==> config.mk <==
export PLATFORM = sky130hd
export DESIGN_NAME = icu_tag_bist_ctrl
export DESIGN_NICKNAME = d
export VERILOG_FILES = /design/src/rtl/icu_tag_bist_ctrl.sv
export SDC_FILE = /design/constraint.sdc
export NUM_CORES = 1
export LEC_CHECK = 0
export BUFFER_PORTS_ARGS = -buffer_cell sky130_fd_sc_hd__clkbuf_2
export CORE_MARGIN = 3
export CORE_UTILIZATION = 55
export DETAILED_ROUTE_END_ITERATION = 12
export GPL_TIMING_DRIVEN = 0
export PLACE_DENSITY = 0.83
export SLEW_MARGIN = 20
export SYNTH_ARGS = -nofsm -noshare
export SYNTH_HDL_FRONTEND = slang
export SYNTH_SLANG_ARGS = --single-unit
==> constraint.sdc <==
create_clock -name CB -period 5.5 [get_ports CB]
set_input_delay 0.55 -clock CB [delete_from_list [all_inputs] [get_ports CB]]
set_output_delay 0.55 -clock CB [all_outputs]
set_load 0.02 [all_outputs]
==> src/rtl/icu_tag_bist_ctrl.sv <==
// March C- BIST engine for the ICU tag array: one SRAM op per cycle on the bist_* port,
// read data checked against the element background through an RD_LAT-deep compare pipe.
module icu_tag_bist_ctrl #(
    parameter int ADDR_W = 8,
    parameter int DATA_W = 46,
    parameter int RD_LAT = 1
) (
    input  logic              CB,
    input  logic              rst_n,
    input  logic              bist_start,
    output logic              bist_done,
    output logic              bist_fail,
    output logic [ADDR_W-1:0] fail_addr,
    output logic [2:0]        fail_elem,
    output logic [7:0]        fail_count,
    output logic              bist_mode,
    output logic              bist_ce_n,
    output logic              bist_we_n,
    output logic [ADDR_W-1:0] bist_addr,
    output logic [DATA_W-1:0] bist_wr_data,
    input  logic [DATA_W-1:0] bist_rd_data
);

    typedef enum logic [1:0] {S_IDLE, S_RUN, S_DRAIN, S_DONE} state_t;

    state_t              state_q;
    logic                start_q, start_prev_q;
    logic [2:0]          elem_q;
    logic [ADDR_W-1:0]   addr_q;
    logic                rd_op_q;
    logic [1:0]          drain_cnt_q;
    logic                mode_q, ce_n_q, we_n_q, done_q, fail_q;
    logic [DATA_W-1:0]   wr_data_q;
    logic [ADDR_W-1:0]   fail_addr_q;
    logic [2:0]          fail_elem_q;
    logic [7:0]          fail_count_q;

    logic                pv_q    [RD_LAT];
    logic                pexp_q  [RD_LAT];
    logic [ADDR_W-1:0]   paddr_q [RD_LAT];
    logic [2:0]          pelem_q [RD_LAT];

    logic                up, at_last, run_end, nxt_rd, nxt_wval, miscmp;
    logic [2:0]          nxt_elem;
    logic [ADDR_W-1:0]   nxt_addr;

    // Successor of the op currently on the port; elements 0-2 walk up, 3-5 walk down.
    always_comb begin
        up       = (elem_q <= 3'd2);
        at_last  = up ? (addr_q == {ADDR_W{1'b1}}) : (addr_q == '0);
        nxt_elem = elem_q;
        nxt_addr = addr_q;
        nxt_rd   = rd_op_q;
        run_end  = 1'b0;
        case (elem_q)
            3'd0: begin
                if (at_last) begin
                    nxt_elem = 3'd1;
                    nxt_addr = '0;
                    nxt_rd   = 1'b1;
                end else begin
                    nxt_addr = addr_q + 1'b1;
                    nxt_rd   = 1'b0;
                end
            end
            3'd5: begin
                if (at_last) run_end = 1'b1;
                else begin
                    nxt_addr = addr_q - 1'b1;
                    nxt_rd   = 1'b1;
                end
            end
            default: begin
                if (rd_op_q) begin
                    nxt_rd = 1'b0;
                end else if (at_last) begin
                    nxt_elem = elem_q + 3'd1;
                    nxt_addr = (elem_q + 3'd1 <= 3'd2) ? '0 : {ADDR_W{1'b1}};
                    nxt_rd   = 1'b1;
                end else begin
                    nxt_addr = up ? addr_q + 1'b1 : addr_q - 1'b1;
                    nxt_rd   = 1'b1;
                end
            end
        endcase
        nxt_wval = (nxt_elem == 3'd1) || (nxt_elem == 3'd3);
        miscmp   = pv_q[RD_LAT-1] && (bist_rd_data != {DATA_W{pexp_q[RD_LAT-1]}});
    end

    always_ff @(posedge CB or negedge rst_n) begin
        if (!rst_n) begin
            state_q      <= S_IDLE;
            start_q      <= 1'b0;
            start_prev_q <= 1'b0;
            elem_q       <= '0;
            addr_q       <= '0;
            rd_op_q      <= 1'b0;
            drain_cnt_q  <= '0;
            mode_q       <= 1'b0;
            ce_n_q       <= 1'b1;
            we_n_q       <= 1'b1;
            wr_data_q    <= '0;
            done_q       <= 1'b0;
            fail_q       <= 1'b0;
            fail_addr_q  <= '0;
            fail_elem_q  <= '0;
            fail_count_q <= '0;
            for (int i = 0; i < RD_LAT; i++) begin
                pv_q[i]    <= 1'b0;
                pexp_q[i]  <= 1'b0;
                paddr_q[i] <= '0;
                pelem_q[i] <= '0;
            end
        end else begin
            start_q      <= bist_start;
            start_prev_q <= start_q;

            pv_q[0]    <= !ce_n_q && we_n_q;
            pexp_q[0]  <= (elem_q == 3'd2) || (elem_q == 3'd4);
            paddr_q[0] <= addr_q;
            pelem_q[0] <= elem_q;
            for (int i = 1; i < RD_LAT; i++) begin
                pv_q[i]    <= pv_q[i-1];
                pexp_q[i]  <= pexp_q[i-1];
                paddr_q[i] <= paddr_q[i-1];
                pelem_q[i] <= pelem_q[i-1];
            end

            if (miscmp) begin
                fail_q <= 1'b1;
                if (fail_count_q != 8'hFF) fail_count_q <= fail_count_q + 8'd1;
                if (!fail_q) begin
                    fail_addr_q <= paddr_q[RD_LAT-1];
                    fail_elem_q <= pelem_q[RD_LAT-1];
                end
            end

            case (state_q)
                S_IDLE: begin
                    if (start_q && !start_prev_q) begin
                        state_q      <= S_RUN;
                        mode_q       <= 1'b1;
                        ce_n_q       <= 1'b0;
                        we_n_q       <= 1'b0;
                        addr_q       <= '0;
                        elem_q       <= '0;
                        rd_op_q      <= 1'b0;
                        wr_data_q    <= '0;
                        done_q       <= 1'b0;
                        fail_q       <= 1'b0;
                        fail_addr_q  <= '0;
                        fail_elem_q  <= '0;
                        fail_count_q <= '0;
                    end
                end
                S_RUN: begin
                    if (run_end) begin
                        state_q     <= S_DRAIN;
                        ce_n_q      <= 1'b1;
                        we_n_q      <= 1'b1;
                        wr_data_q   <= '0;
                        drain_cnt_q <= '0;
                    end else begin
                        elem_q    <= nxt_elem;
                        addr_q    <= nxt_addr;
                        rd_op_q   <= nxt_rd;
                        ce_n_q    <= 1'b0;
                        we_n_q    <= nxt_rd;
                        wr_data_q <= nxt_rd ? '0 : {DATA_W{nxt_wval}};
                    end
                end
                S_DRAIN: begin
                    // The last read's compare lands on the same edge that raises done.
                    if (drain_cnt_q == 2'(RD_LAT - 1)) begin
                        state_q <= S_DONE;
                        done_q  <= 1'b1;
                        mode_q  <= 1'b0;
                    end else begin
                        drain_cnt_q <= drain_cnt_q + 2'd1;
                    end
                end
                default: state_q <= S_IDLE;
            endcase
        end
    end

    assign bist_done    = done_q;
    assign bist_fail    = fail_q;
    assign fail_addr    = fail_addr_q;
    assign fail_elem    = fail_elem_q;
    assign fail_count   = fail_count_q;
    assign bist_mode    = mode_q;
    assign bist_ce_n    = ce_n_q;
    assign bist_we_n    = we_n_q;
    assign bist_addr    = addr_q;
    assign bist_wr_data = wr_data_q;

endmodule

==> impl_metrics.tcl <==
set metrics [dict create \
    slew_headroom 0.498 \
    netlist_instances 429 \
    wl_mm 9.67 \
    row_count 29 \
    finalCritPeriodShare 0.607 \
    synth-edff-count 0 \
    start_util 0.580 \
    fin_worst_skew_ns 0.00956 \
    ir_worst_vdd_uv 233 \
    dieArea_sq_um 7840 \
    path_delay_family "compound AO/OA/AOI/OAI gates" \
    fmax_ghz 0.300 \
    hold_path.class "input pin to async pin" \
    grt_start_max_net_pins 57 \
    synth_area_per_cell_sq_um 8.74 \
    postCtsSetupBuffers 0 \
    fillers 521 \
    tns_ns 0 \
    final-hold-violation-count 0 \
    maxCapViolations 0 \
    regArea_sq_um 1410 \
    finalInstanceArea_sq_um 4590 \
    yosysSeqAreaShare 0.374 \
    cts_resized 0 \
    finalCriticalPeriod_ns 3.34 \
    antennaDiodeCount 0 \
    worst-path-buf-inv 4 \
    clockRootBuffer "clkbuf_8" \
    insertion_delay_ns 0.31 \
    required_ns 5.71 \
    ys_types 68 \
    rsz0062_at_grt "no" \
    path_clk_slew_ns 0.10 \
    cts_max_path_buffers 2 \
    arrival_ns 3.55 \
    clock_sinks 56 \
    cp-end-kind "flop" \
    drive_gt1_frac 0.359 \
    num_io_pins 127 \
    p_per_area_nw_per_um2 242 \
    drt_pass1_iterations 5 \
    route.detailed.drc 0 \
    ys_ff_latch 56 \
    power.leakage_uw 0.00233 \
    outcome "completed" \
    setup_violations 0 \
    hold_buffers 0 \
    start_kind "flop" \
    placed_area_sq_um 4480 \
    slew_violations 0 \
    nets 624 \
    synthArstFlopShare 1.00 \
    cts_tree "yes" \
    yosys_warnings 0 \
    die_h_microns 88.6 \
    cts_max_level 2 \
    place.gp.congestion 0.986 \
    antenna_left 0 \
    synth_top_flop_cell "dfrtp_1" \
    cpPeakStageDelay_ns 0.50 \
    core_sq_um 6460 \
    crit_chain "inv_1 -> ha_1 -> or3b_4 -> or2_1 -> buf_6 -> o32ai_4 -> inv_4 -> buf_6 -> ha_1 -> a311oi_1 -> a211oi_1 -> a32o_1" \
    grt_pass1_wl_mm 14.7 \
    via_per_inst 5.71 \
    worst_pin_slew_ns 0.753 \
    hpwl_mm 7.40 \
    globalRouteOverflowTotal 0 \
    area_growth_pct 22.5 \
    grt_pass1_vias 3151 \
    syn-cell-area_sq_um 3750 \
    antenna_found_initial 0 \
    critical_path_class "flop to flop" \
    cts_buffers 5 \
    multi_input_area_sq_um 1830 \
    grt_usage 0.237 \
    crit_path_top_delay_cell "dfrtp_1" \
    drt_iter0_markers 239 \
    routedWlPerCell_microns 15.1 \
    port_buffers 126 \
    die_width_microns 88.6 \
    syn-num-nets 491 \
    fin_util 0.711 \
    cp_max_fo 10 \
    vias 3657 \
]
## routing by layer
| metal | part of all wire | GRT usage | vias up | routed length [microns] |
|---|---|---|---|---|
| li1 | - | - | 1784 | - |
| met1 | 0.40 | 0.302 | 1688 | 3900 |
| met2 | 0.51 | 0.426 | 170 | 4940 |
| met3 | 0.075 | 0.0298 | 15 | 721 |
| met4 | 0.011 | 0.0591 | 0 | 109 |
| met5 | 0 | 0 | - | 0 |
## worst paths after layout
kind | cells past startpoint | startpoint | to | slack (ns)
setup / recovery | 12 | bist_addr[0]$_DFFE_PN0P_ | bist_wr_data[44]$_DFFE_PN0P_ | 2.16
hold / removal | 1 | rst_n | drain_cnt_q[1]$_DFFE_PN0P_ | 0.30
setup reg to reg | 12 | bist_addr[0]$_DFFE_PN0P_ | bist_wr_data[44]$_DFFE_PN0P_ | 2.16
hold reg to reg | 0 | bist_addr[2]$_DFFE_PN0P_ | paddr_q[2]$_DFF_PN0_ | 0.41
max in group asynchronous | 1 | rst_n | bist_wr_data[44]$_DFFE_PN0P_ | 4.66
min in group CB | 1 | bist_start | start_q$_DFF_PN0_ | 0.34
## cell usage after synthesis (2+ instances only)
library cell / number / share of area
dfstp_2: 2 / 0.014
o21a_1: 2 / 0.0040
ha_1: 13 / 0.043
a21oi_1: 15 / 0.020
a311oi_1: 2 / 0.0047
a22oi_1: 2 / 0.0040
nand3_1: 26 / 0.035
xnor2_1: 3 / 0.0070
or3_1: 6 / 0.010
nand2b_1: 2 / 0.0033
clkbuf_1: 10 / 0.010
o311ai_0: 3 / 0.0070
and3_1: 2 / 0.0033
o22a_1: 4 / 0.0093
a311oi_2: 2 / 0.0080
a41o_1: 2 / 0.0053
o21ai_1: 8 / 0.011
nor2b_1: 3 / 0.0050
nand2_1: 52 / 0.052
o211ai_1: 2 / 0.0040
nor2_1: 20 / 0.020
buf_1: 2 / 0.0020
dfrtp_1: 54 / 0.36
nor3_1: 9 / 0.012
nor4_1: 8 / 0.013
mux2_2: 2 / 0.0060
and2_1: 3 / 0.0050
mux2i_1: 3 / 0.0080
buf_4: 45 / 0.090
xor2_1: 3 / 0.0070
o31ai_1: 2 / 0.0040
inv_1: 21 / 0.021
o21ai_0: 27 / 0.036
or2_2: 2 / 0.0033
or4_1: 9 / 0.018
a21o_1: 2 / 0.0040
nand4_1: 10 / 0.017
a221o_1: 3 / 0.0080
buf_6: 3 / 0.0090
a31oi_1: 6 / 0.010
o22ai_1: 5 / 0.0083
buf_2: 3 / 0.0040
## report_power, final
group          leakage (uW)  total [uW]  internal, uW  switching, uW
sequential         0.000758         480           450           30.4
combinational       0.00152         355           126            229
clock             0.0000558         274           138            136
total               0.00233        1110           713            395
## flip-flops by register name, summed over array words and instances, names as in the netlist, 2 cells and up
register and count:
bist_addr 8, drain_cnt_q 2, elem_q 3, fail_addr 8
fail_count 8, fail_elem 3, paddr_q 8, pelem_q 3
state_q 2
## logic make-up after synthesis
group,Yosys count,share of synthesized area
adders and majority gates,13,0.0434
xor gates and xnor gates,6,0.0140
buffers and inverters,85,0.138
and+or+nand+nor,158,0.211
muxes,6,0.0170
DFF,56,0.375
AOI/OAI and AO/OA,105,0.202
## layout by cell type (no fill, tap or decap), types with 3 or more instances in the layout
cell	Yosys	routed
a21oi_1	15	15
inv_1	21	21
a31oi_1	6	6
or3_1	6	6
xor2_1	3	3
a221o_1	3	3
xnor2_1	3	3
o311ai_0	3	3
nor3_1	9	9
clkbuf_1	10	11
o21ai_0	27	27
o22ai_1	5	5
buf_2	3	3
dfrtp_1	54	53
nor2b_1	3	3
o22a_1	4	4
buf_4	45	45
nor4_1	8	8
nand2_1	52	52
clkbuf_8	0	5
nand3_1	26	26
nor2_1	20	20
or4_1	9	9
clkbuf_2	0	125
ha_1	13	13
nand4_1	10	10
and2_1	3	3
mux2i_1	3	3
buf_6	3	3
o21ai_1	8	8
## worst reg2reg max path: stages, from the launching register on
cell and delay, ns:
dfrtp_1 0.50, inv_1 0.10, ha_1 0.20, or3b_4 0.42, or2_1 0.25, buf_6 0.14, o32ai_4 0.44, inv_4 0.08
buf_6 0.17, ha_1 0.28, a311oi_1 0.28, a211oi_1 0.11, a32o_1 0.28
## stage by stage
step	instances	hold slack (ns)	setup slack [ns]	total power, uW
final	640	0.303	2.16	1110
after detailed placement	632	0.381	2.20	842
after global routing	640	0.321	1.99	1180
after global placement	632	0.381	2.25	831
after floorplan	429	0.254	2.46	728
after CTS	640	0.332	2.20	1110
## area by class of cell
type / count / area share
Timing Repair Buffer: 126 / 0.138
Clock buffer: 6 / 0.0158
Multi-Input combinational cell: 288 / 0.398
Clock inverter: 2 / 0.00845
Sequential cell: 56 / 0.306
Inverter: 22 / 0.0185
Tap cell: 77 / 0.0210
Buffer: 63 / 0.0940
(Power assumes the default switching activity.)
